`src/rtl/qspi_target.sv`:
```
`timescale 1ns/1ps
// qspi_target: SPI-mode-0 flash-style read target, oversampled by clk.
//
// Parameters:
//   MEM_AW   - byte-address width; the address counter wraps at 2^MEM_AW
//   JEDEC_ID - three ID bytes returned by opcode 0x9F, MSB byte first
// Ports:
//   clk, rst               - system clock, synchronous active-high reset
//   sclk_i, cs_n_i, io_i   - asynchronous QSPI pads from the initiator
//   io_o, io_oe_o          - pad output values and per-lane drive enables
//   mem_req_o, mem_addr_o  - one-cycle byte read strobe and its address
//   mem_rdata_i            - read data, valid exactly one clk after mem_req_o
//   status_i               - byte returned by opcode 0x05
//   cmd_valid_o            - pulse: supported opcode received
//   err_opcode_o           - pulse: unsupported opcode received
//   opcode_o               - last received opcode
//   busy_o                 - synchronized chip select is asserted
//
// Handshake: mem_req_o is a single-cycle strobe with no back-pressure; the
// memory must present mem_rdata_i in the following clk, when it is captured.
module qspi_target #(
    parameter int          MEM_AW   = 24,
    parameter logic [23:0] JEDEC_ID = 24'hEF4018
) (
    input  logic              clk,
    input  logic              rst,
    input  logic              sclk_i,
    input  logic              cs_n_i,
    input  logic [3:0]        io_i,
    output logic [3:0]        io_o,
    output logic [3:0]        io_oe_o,
    output logic              mem_req_o,
    output logic [MEM_AW-1:0] mem_addr_o,
    input  logic [7:0]        mem_rdata_i,
    input  logic [7:0]        status_i,
    output logic              cmd_valid_o,
    output logic [7:0]        opcode_o,
    output logic              err_opcode_o,
    output logic              busy_o
);

    typedef enum logic [2:0] {IDLE, CMD, ADDR, DUMMY, DATA, IGNORE} state_t;
    state_t state;

    // Synchronizers and edge detection
    logic [1:0] sclk_sync;
    logic       sclk_d;
    logic [1:0] cs_sync;
    logic [3:0] io_s1, io_s2;
    logic [1:0] settle_cnt;
    logic       armed;

    // After reset the cs synchronizer holds a forced "deasserted" value. armed
    // only sets once the real pad value has propagated and shows cs_n high, so
    // a chip select that stayed low across reset never starts a command.
    always_ff @(posedge clk) begin
        if (rst) begin
            sclk_sync  <= 2'b00;
            sclk_d     <= 1'b0;
            cs_sync    <= 2'b11;
            io_s1      <= 4'h0;
            io_s2      <= 4'h0;
            settle_cnt <= 2'd0;
            armed      <= 1'b0;
        end else begin
            sclk_sync <= {sclk_sync[0], sclk_i};
            sclk_d    <= sclk_sync[1];
            cs_sync   <= {cs_sync[0], cs_n_i};
            io_s1     <= io_i;
            io_s2     <= io_s1;
            if (settle_cnt != 2'd3) settle_cnt <= settle_cnt + 2'd1;
            else if (cs_sync[1])    armed      <= 1'b1;
        end
    end

    logic cs_n_s, sclk_rise, sclk_fall;
    assign cs_n_s    = cs_sync[1];
    assign sclk_rise = sclk_sync[1] & ~sclk_d;
    assign sclk_fall = ~sclk_sync[1] & sclk_d;
    assign busy_o    = ~cs_n_s;

    // Datapath registers
    logic [4:0]  bit_cnt;
    logic [6:0]  cmd_sh;
    logic [22:0] addr_sh;
    logic [7:0]  out_sh;
    logic [2:0]  out_cnt;
    logic [1:0]  id_idx;
    logic        has_dummy;
    logic        cap_pending;
    logic [7:0]  pf_data;

    logic [7:0]  cmd_next;
    logic [23:0] addr_next;
    logic        is_quad, is_read;
    logic [7:0]  src_byte;

    assign cmd_next  = {cmd_sh, io_s2[0]};
    assign addr_next = {addr_sh, io_s2[0]};
    assign is_quad   = (opcode_o == 8'h6B);
    assign is_read   = (opcode_o == 8'h03) || (opcode_o == 8'h0B) || is_quad;

    always_comb begin
        src_byte = pf_data;
        if (opcode_o == 8'h9F) begin
            case (id_idx)
                2'd0:    src_byte = JEDEC_ID[23:16];
                2'd1:    src_byte = JEDEC_ID[15:8];
                2'd2:    src_byte = JEDEC_ID[7:0];
                default: src_byte = 8'h00;
            endcase
        end else if (opcode_o == 8'h05) begin
            src_byte = status_i;
        end
    end

    always_ff @(posedge clk) begin
        if (rst) begin
            state        <= IDLE;
            io_o         <= 4'h0;
            io_oe_o      <= 4'h0;
            mem_req_o    <= 1'b0;
            mem_addr_o   <= '0;
            cmd_valid_o  <= 1'b0;
            err_opcode_o <= 1'b0;
            opcode_o     <= 8'h00;
            bit_cnt      <= 5'd0;
            cmd_sh       <= 7'd0;
            addr_sh      <= 23'd0;
            out_sh       <= 8'h00;
            out_cnt      <= 3'd0;
            id_idx       <= 2'd0;
            has_dummy    <= 1'b0;
            cap_pending  <= 1'b0;
            pf_data      <= 8'h00;
        end else begin
            mem_req_o    <= 1'b0;
            cmd_valid_o  <= 1'b0;
            err_opcode_o <= 1'b0;
            cap_pending  <= mem_req_o;
            if (cap_pending) pf_data <= mem_rdata_i;

            // Deasserted chip select wins over any sclk edge in the same clk.
            if (cs_n_s) begin
                state       <= IDLE;
                io_oe_o     <= 4'h0;
                io_o        <= 4'h0;
                cap_pending <= 1'b0;
            end else begin
                case (state)
                    IDLE: begin
                        if (armed) begin
                            state   <= CMD;
                            bit_cnt <= 5'd0;
                            cmd_sh  <= 7'd0;
                        end
                    end
                    CMD: begin
                        if (sclk_rise) begin
                            cmd_sh  <= cmd_next[6:0];
                            bit_cnt <= bit_cnt + 5'd1;
                            if (bit_cnt == 5'd7) begin
                                opcode_o <= cmd_next;
                                bit_cnt  <= 5'd0;
                                out_cnt  <= 3'd0;
                                id_idx   <= 2'd0;
                                case (cmd_next)
                                    8'h03: begin
                                        cmd_valid_o <= 1'b1;
                                        has_dummy   <= 1'b0;
                                        state       <= ADDR;
                                    end
                                    8'h0B, 8'h6B: begin
                                        cmd_valid_o <= 1'b1;
                                        has_dummy   <= 1'b1;
                                        state       <= ADDR;
                                    end
                                    8'h9F, 8'h05: begin
                                        cmd_valid_o <= 1'b1;
                                        state       <= DATA;
                                    end
                                    default: begin
                                        err_opcode_o <= 1'b1;
                                        state        <= IGNORE;
                                    end
                                endcase
                            end
                        end
                    end
                    ADDR: begin
                        if (sclk_rise) begin
                            addr_sh <= addr_next[22:0];
                            bit_cnt <= bit_cnt + 5'd1;
                            if (bit_cnt == 5'd23) begin
                                mem_req_o  <= 1'b1;
                                mem_addr_o <= addr_next[MEM_AW-1:0];
                                bit_cnt    <= 5'd0;
                                state      <= has_dummy ? DUMMY : DATA;
                            end
                        end
                    end
                    DUMMY: begin
                        if (sclk_rise) begin
                            bit_cnt <= bit_cnt + 5'd1;
                            if (bit_cnt == 5'd7) state <= DATA;
                        end
                    end
                    DATA: begin
                        if (sclk_fall) begin
                            if (out_cnt == 3'd0) begin
                                // Byte boundary: load the next byte, drive its
                                // first bit/nibble and prefetch the one after.
                                io_oe_o <= is_quad ? 4'b1111 : 4'b0010;
                                if (is_quad) begin
                                    io_o   <= src_byte[7:4];
                                    out_sh <= {src_byte[3:0], 4'h0};
                                end else begin
                                    io_o   <= {2'b00, src_byte[7], 1'b0};
                                    out_sh <= {src_byte[6:0], 1'b0};
                                end
                                out_cnt <= 3'd1;
                                if (id_idx != 2'd3) id_idx <= id_idx + 2'd1;
                                if (is_read) begin
                                    mem_req_o  <= 1'b1;
                                    mem_addr_o <= mem_addr_o + MEM_AW'(1);
                                end
                            end else if (is_quad) begin
                                io_o    <= out_sh[7:4];
                                out_sh  <= {out_sh[3:0], 4'h0};
                                out_cnt <= 3'd0;
                            end else begin
                                io_o    <= {2'b00, out_sh[7], 1'b0};
                                out_sh  <= {out_sh[6:0], 1'b0};
                                out_cnt <= out_cnt + 3'd1;
                            end
                        end
                    end
                    default: ; // IGNORE: outputs stay off until cs_n rises
                endcase
            end
        end
    end

endmodule

```
`config.mk`:
```
export PLATFORM = sky130hd
export DESIGN_NAME = qspi_target
export DESIGN_NICKNAME = d
export VERILOG_FILES = /design/src/rtl/qspi_target.sv
export SDC_FILE = /design/constraint.sdc
export NUM_CORES = 1
export LEC_CHECK = 0
export ABC_CLOCK_PERIOD_IN_PS = 1900
export CAP_MARGIN = 20
export CORE_MARGIN = 3
export CORE_UTILIZATION = 45
export CTS_CLUSTER_SIZE = 28
export DETAILED_ROUTE_END_ITERATION = 10
export PLACE_DENSITY = 0.68
export SYNTH_ARGS = -nofsm -noshare
export SYNTH_HDL_FRONTEND = slang
export SYNTH_SLANG_ARGS = --single-unit
```
`constraint.sdc`:
```
create_clock -name clk -period 1.9 [get_ports clk]
set_input_delay 0.38 -clock clk [delete_from_list [all_inputs] [get_ports clk]]
set_output_delay 0.38 -clock clk [all_outputs]
set_load 0.01 [all_outputs]
```
==> results by stage <==
Synthesis:
- The area fraction in and, or, nand and nor cells after synthesis is 0.2613.
- Yosys mapped a number of flops with a built-in enable equal to 0.
- The adder and majority gate portion of the synthesized area is 0.02350.
- Yosys printed 0 warnings.
- In this run, synthesis produced a sequential element count of 111.
- In this run the mean area of a mapped cell was around 8.3 sq um.
- Summing every instance area after synthesis gives a little under 6000 sq um.
- Synthesis produced a netlist with a net count of around 740.
- The share of the synthesized area in compound gates (AO/OA/AOI/OAI) is 0.2386.
- The fraction of synthesized area in multiplexers is 0.04465.
- By area, the combinational part of the netlist is dominated by simple AND/OR/NAND/NOR gates.
- For this run, the register share of the synthesized area comes to 0.3794.
- Of the total synthesized cell area, the portion taken by XOR and XNOR cells is 0.002991.
- The number of instances in the synthesized netlist is 703.
- The count of unique library cells instantiated by Yosys is 83.
- The commonest register cell after synthesis is sky130_fd_sc_hd__dfxtp_1.
- The async set-reset flop share out of synthesis is 0.

Routing:
- The initial DRC count is 505.
- The number of nets with antenna violations after routing is 0.
- The routed layout has 5,794 vias.
- The average wire per standard cell is 16.85 um.
- For this run, the detailed router's first-pass iteration total came to 5.
- After detailed routing, the total wire length is between 15,000 and 20,000 um.
- In the routed design, unresolved DRC markers number 0.
- The detailed-route vias per instance is 5.918.

Power and ir drop:
- Summing internal, switching and leakage power gives 4634 uW.
- The worst IR drop on VDD is 0.5835 mV.
- The reported leakage power is 0.002645 uW.
- For this design the ratio of total power to cell area is 613.4 nW/um^2.

CTS:
- The cell at the root of the clock tree is sky130_fd_sc_hd__clkbuf_16.
- Counting the buffers created by CTS gives 9.
- In this run, post-CTS hold repair placed 0 buffers.
- The H-tree generated during clock tree synthesis spans 3 levels.
- The clock transition at the register clock pins on the worst setup and hold paths after CTS is 70 ps.
- The number of buffers on the longest clock path is 2.
- Clock latency on the worst-skew pair, taken at its later pin, is approximately 360 ps.
- The clock tree from TritonCTS is yes.
- The clock sink count is 111.

Min path:
- The worst hold path class is reg -> reg.
- The number of cells on the worst hold path is 1.
- The hold path startpoint is cs_sync[0].
- The endpoint with the worst hold slack is cs_sync[1].

Die:
- The die height is 120.1 um.
- The area of the core is 12,670 sq um.
- The floorplan step set the die width to roughly 120 um.
- The die covers 14,420 sq um.
- The initial utilization of the core area, before any placement, comes to 0.4622.
- 68 I/O pins were placed.
- The floorplan row count is 41.

Timing:
- Measured against its own limit, the worst slew margin works out to 0.6658.
- The final-report max-slew violation count is 0.
- Setup violations remaining at the end of the flow were counted as 0.
- In the finished design, the share of the clock period the worst path needs comes to 0.9927.
- The routed design could run at a clock period as short as around 1900 ps.
- The count of final hold-check violations was 0.
- Setup repair after global routing could not meet its margin everywhere.
- The clock skew is 5.918 ps.
- For this run, the top clock speed supported by timing is 0.5302 GHz.
- For the pin with the worst max-slew slack, the measured transition is approximately 500 ps.

Layout:
- The top cell types in the final layout, fill and taps aside, are sky130_fd_sc_hd__dfxtp_1, sky130_fd_sc_hd__nand2_1, sky130_fd_sc_hd__buf_4, sky130_fd_sc_hd__nor2_1, sky130_fd_sc_hd__clkdlybuf4s50_1.
- Leaving out fill and tap cells, the most frequent cell in the layout is sky130_fd_sc_hd__dfxtp_1.
- The relative area change from synthesis to final layout is 28.97%.
- In the final layout, the share of cells above drive strength 1 is 0.1784.
- After the last flow step, the layout net total stands at 837.
- For this run, the number of standard cells in the final layout without fillers is 979.
- The total inserted antenna cells is 0.

GRT:
- Entering global routing, the biggest net connects 45 pins.
- The number of global-route vias before repair is 5,499.
- The global router's overall resource usage is 0.2280.
- Summed over all layers, the global routing overflow is 0.
- The wire length of the first global-routing pass is 26,960 um.
- The initial antenna violation count is 0.

Critical path:
- Data arrives at the worst endpoint at approximately 2100 ps.
- The largest single stage delay on the critical path is 340 ps.
- The top fanout value on the critical path is 6.
- The worst setup path is launched from a flop.
- The gate family responsible for the most delay along the worst path is simple AND/OR/NAND/NOR gates.
- By startpoint and endpoint, the worst setup path is classified as reg -> reg.
- The beginning of the worst register-to-register path is mem_addr_o[0].
- The endpoint identified for the worst register-to-register timing path is mem_addr_o[21].
- At the worst endpoint, the required time is 2120 ps.
- For flop-to-flop paths, the worst setup slack is 10 ps.
- The worst path buffer plus inverter count is 2.
- The worst-case reg-to-reg path depth is 7.
- Walking the worst path, the cells encountered are buf_4 > nand4_1 > nor4_4 > buf_4 > nand4_1 > a211oi_1 > o32ai_2.
- The worst-path cell with the longest stage delay is sky130_fd_sc_hd__a211oi_1.
- The kind of end point of the critical path is a flop.

Placement:
- The count of port buffers added during placement is 64.
- The placer congestion estimate is 0.9172.
- The number of placed instances, taps included, is 960.
- Once detailed placement completed, the half-perimeter wirelength came to 11,820 um.

Run:
- The tool flagged a number of max-cap violations equal to 0.

Run status:
- The flow ran to the end, and the final reports show no timing, DRC or antenna violations.
-- final cells by class --
type	count	area [sq um]
fill	1149	5117
multi-input combinational	525	3426
sequential	111	2236
timing repair buffer	140	1289
clock buffer	10	239.0
tap	172	215.2
clock inverter	6	91.34
inverter	15	57.56
-- Yosys cell counts (4+ instances only) --
| cell type | number | area share |
|---|---|---|
| sky130_fd_sc_hd__a211oi_1 | 13 | 0.017 |
| sky130_fd_sc_hd__a21oi_1 | 61 | 0.052 |
| sky130_fd_sc_hd__a22oi_1 | 6 | 0.0077 |
| sky130_fd_sc_hd__a311oi_1 | 6 | 0.0090 |
| sky130_fd_sc_hd__a31oi_1 | 15 | 0.016 |
| sky130_fd_sc_hd__and2_1 | 7 | 0.0075 |
| sky130_fd_sc_hd__and3_1 | 16 | 0.017 |
| sky130_fd_sc_hd__buf_1 | 4 | 0.0026 |
| sky130_fd_sc_hd__buf_2 | 19 | 0.016 |
| sky130_fd_sc_hd__buf_4 | 4 | 0.0051 |
| sky130_fd_sc_hd__clkbuf_1 | 25 | 0.016 |
| sky130_fd_sc_hd__dfxtp_1 | 111 | 0.38 |
| sky130_fd_sc_hd__ha_1 | 11 | 0.023 |
| sky130_fd_sc_hd__inv_1 | 13 | 0.0083 |
| sky130_fd_sc_hd__mux2i_1 | 25 | 0.043 |
| sky130_fd_sc_hd__nand2_1 | 86 | 0.055 |
| sky130_fd_sc_hd__nand2b_1 | 6 | 0.0064 |
| sky130_fd_sc_hd__nand3_1 | 21 | 0.018 |
| sky130_fd_sc_hd__nand4_1 | 16 | 0.017 |
| sky130_fd_sc_hd__nor2_1 | 66 | 0.042 |
| sky130_fd_sc_hd__nor2b_1 | 12 | 0.013 |
| sky130_fd_sc_hd__nor3_1 | 13 | 0.011 |
| sky130_fd_sc_hd__nor3b_1 | 5 | 0.0064 |
| sky130_fd_sc_hd__nor4_1 | 6 | 0.0064 |
| sky130_fd_sc_hd__o2111ai_1 | 5 | 0.0075 |
| sky130_fd_sc_hd__o211ai_1 | 7 | 0.0090 |
| sky130_fd_sc_hd__o21ai_0 | 9 | 0.0077 |
| sky130_fd_sc_hd__o21ai_1 | 5 | 0.0043 |
| sky130_fd_sc_hd__o221ai_1 | 8 | 0.012 |
| sky130_fd_sc_hd__o311ai_1 | 5 | 0.0075 |
| sky130_fd_sc_hd__o31a_1 | 5 | 0.0075 |
| sky130_fd_sc_hd__o31ai_1 | 11 | 0.014 |
| sky130_fd_sc_hd__o32ai_1 | 4 | 0.0060 |
| sky130_fd_sc_hd__or2_2 | 4 | 0.0043 |
-- repair_timing --
action | 4_1_cts | 5_1_grt
buffers inserted | 1 | 2
resized for setup | 4 | 23
endpoints found under the setup margin | 5 | 37
pin swaps | 1 | 7
hold endpoints to repair | 0 | 0
-- worst reg2reg max path, cell delays in order, from the launching register on --
cell,delay [ps]
sky130_fd_sc_hd__dfxtp_2,330
sky130_fd_sc_hd__buf_4,140
sky130_fd_sc_hd__nand4_1,200
sky130_fd_sc_hd__nor4_4,270
sky130_fd_sc_hd__buf_4,210
sky130_fd_sc_hd__nand4_1,130
sky130_fd_sc_hd__a211oi_1,340
sky130_fd_sc_hd__o32ai_2,140
-- stage by stage --
| step | utilization | hold slack (ps) | setup slack [ps] | area, sq um | TNS [ps] |
|---|---|---|---|---|---|
| final | 0.5961 | 434.1 | 13.83 | 7553 | 0 |
| after global routing | 0.5961 | 461.2 | -35.80 | 7553 | -95.75 |
| after CTS | 0.5885 | 430.3 | 4.372 | 7457 | 0 |
| after detailed placement | 0.5609 | 398.1 | -0.6963 | 7107 | -0.6963 |
| after global placement | 0.5609 | 400.9 | 37.82 | 7107 | 0 |
| after floorplan | - | 389.5 | 29.17 | 5862 | 0 |
-- layer usage --
| metal | part of all wire | routed length (um) | vias up | GRT usage |
|---|---|---|---|---|
| li1 | - | - | 2804 | - |
| met1 | 0.45 | 7402 | 2798 | 0.2963 |
| met2 | 0.48 | 7874 | 158 | 0.3741 |
| met3 | 0.052 | 856 | 34 | 0.05325 |
| met4 | 0.022 | 361 | 0 | 0.07445 |
| met5 | 0 | 0 | - | 0 |
-- sequential cells by signal, summed over array words and instances (netlist names), 2 cells and up --
signal	count
out_cnt	3
io_o	4
id_idx	2
sclk_sync	2
cs_sync	2
pf_data	8
out_sh	7
opcode_o	8
state	3
cmd_sh	7
settle_cnt	2
mem_addr_o	24
addr_sh	23
io_oe_o	2
bit_cnt	5
-- worst max-delay path by stage --
stage                              from              to  slack (ps)  depth (start not counted)
after floorplan           mem_addr_o[0]  mem_addr_o[12]          30                          6
after global placement    mem_addr_o[0]  mem_addr_o[12]          40                          6
after detailed placement  mem_addr_o[2]  mem_addr_o[21]        -0.7                          6
after CTS                 mem_addr_o[0]  mem_addr_o[12]           4                          6
after global routing      mem_addr_o[0]  mem_addr_o[21]         -40                          7
final                     mem_addr_o[0]  mem_addr_o[21]          10                          7
-- cell families (layout without fill, tap and decap cells) --
| family | count (synthesis) | in the layout |
|---|---|---|
| flops | 111 | 111 |
| xor+xnor | 2 | 2 |
| mux | 26 | 26 |
| simple gates | 290 | 290 |
| fa+ha+maj | 11 | 11 |
| compound gates | 196 | 196 |
| buf+inv | 67 | 171 |
-- power breakdown --
group / switching [uW] / leakage [uW] / internal [uW]
clock: 892 / 0.000151 / 1200
combinational: 103 / 0.00159 / 84.0
sequential: 14.4 / 0.000901 / 2340
No activity file was read; power rests on OpenSTA's default activity.
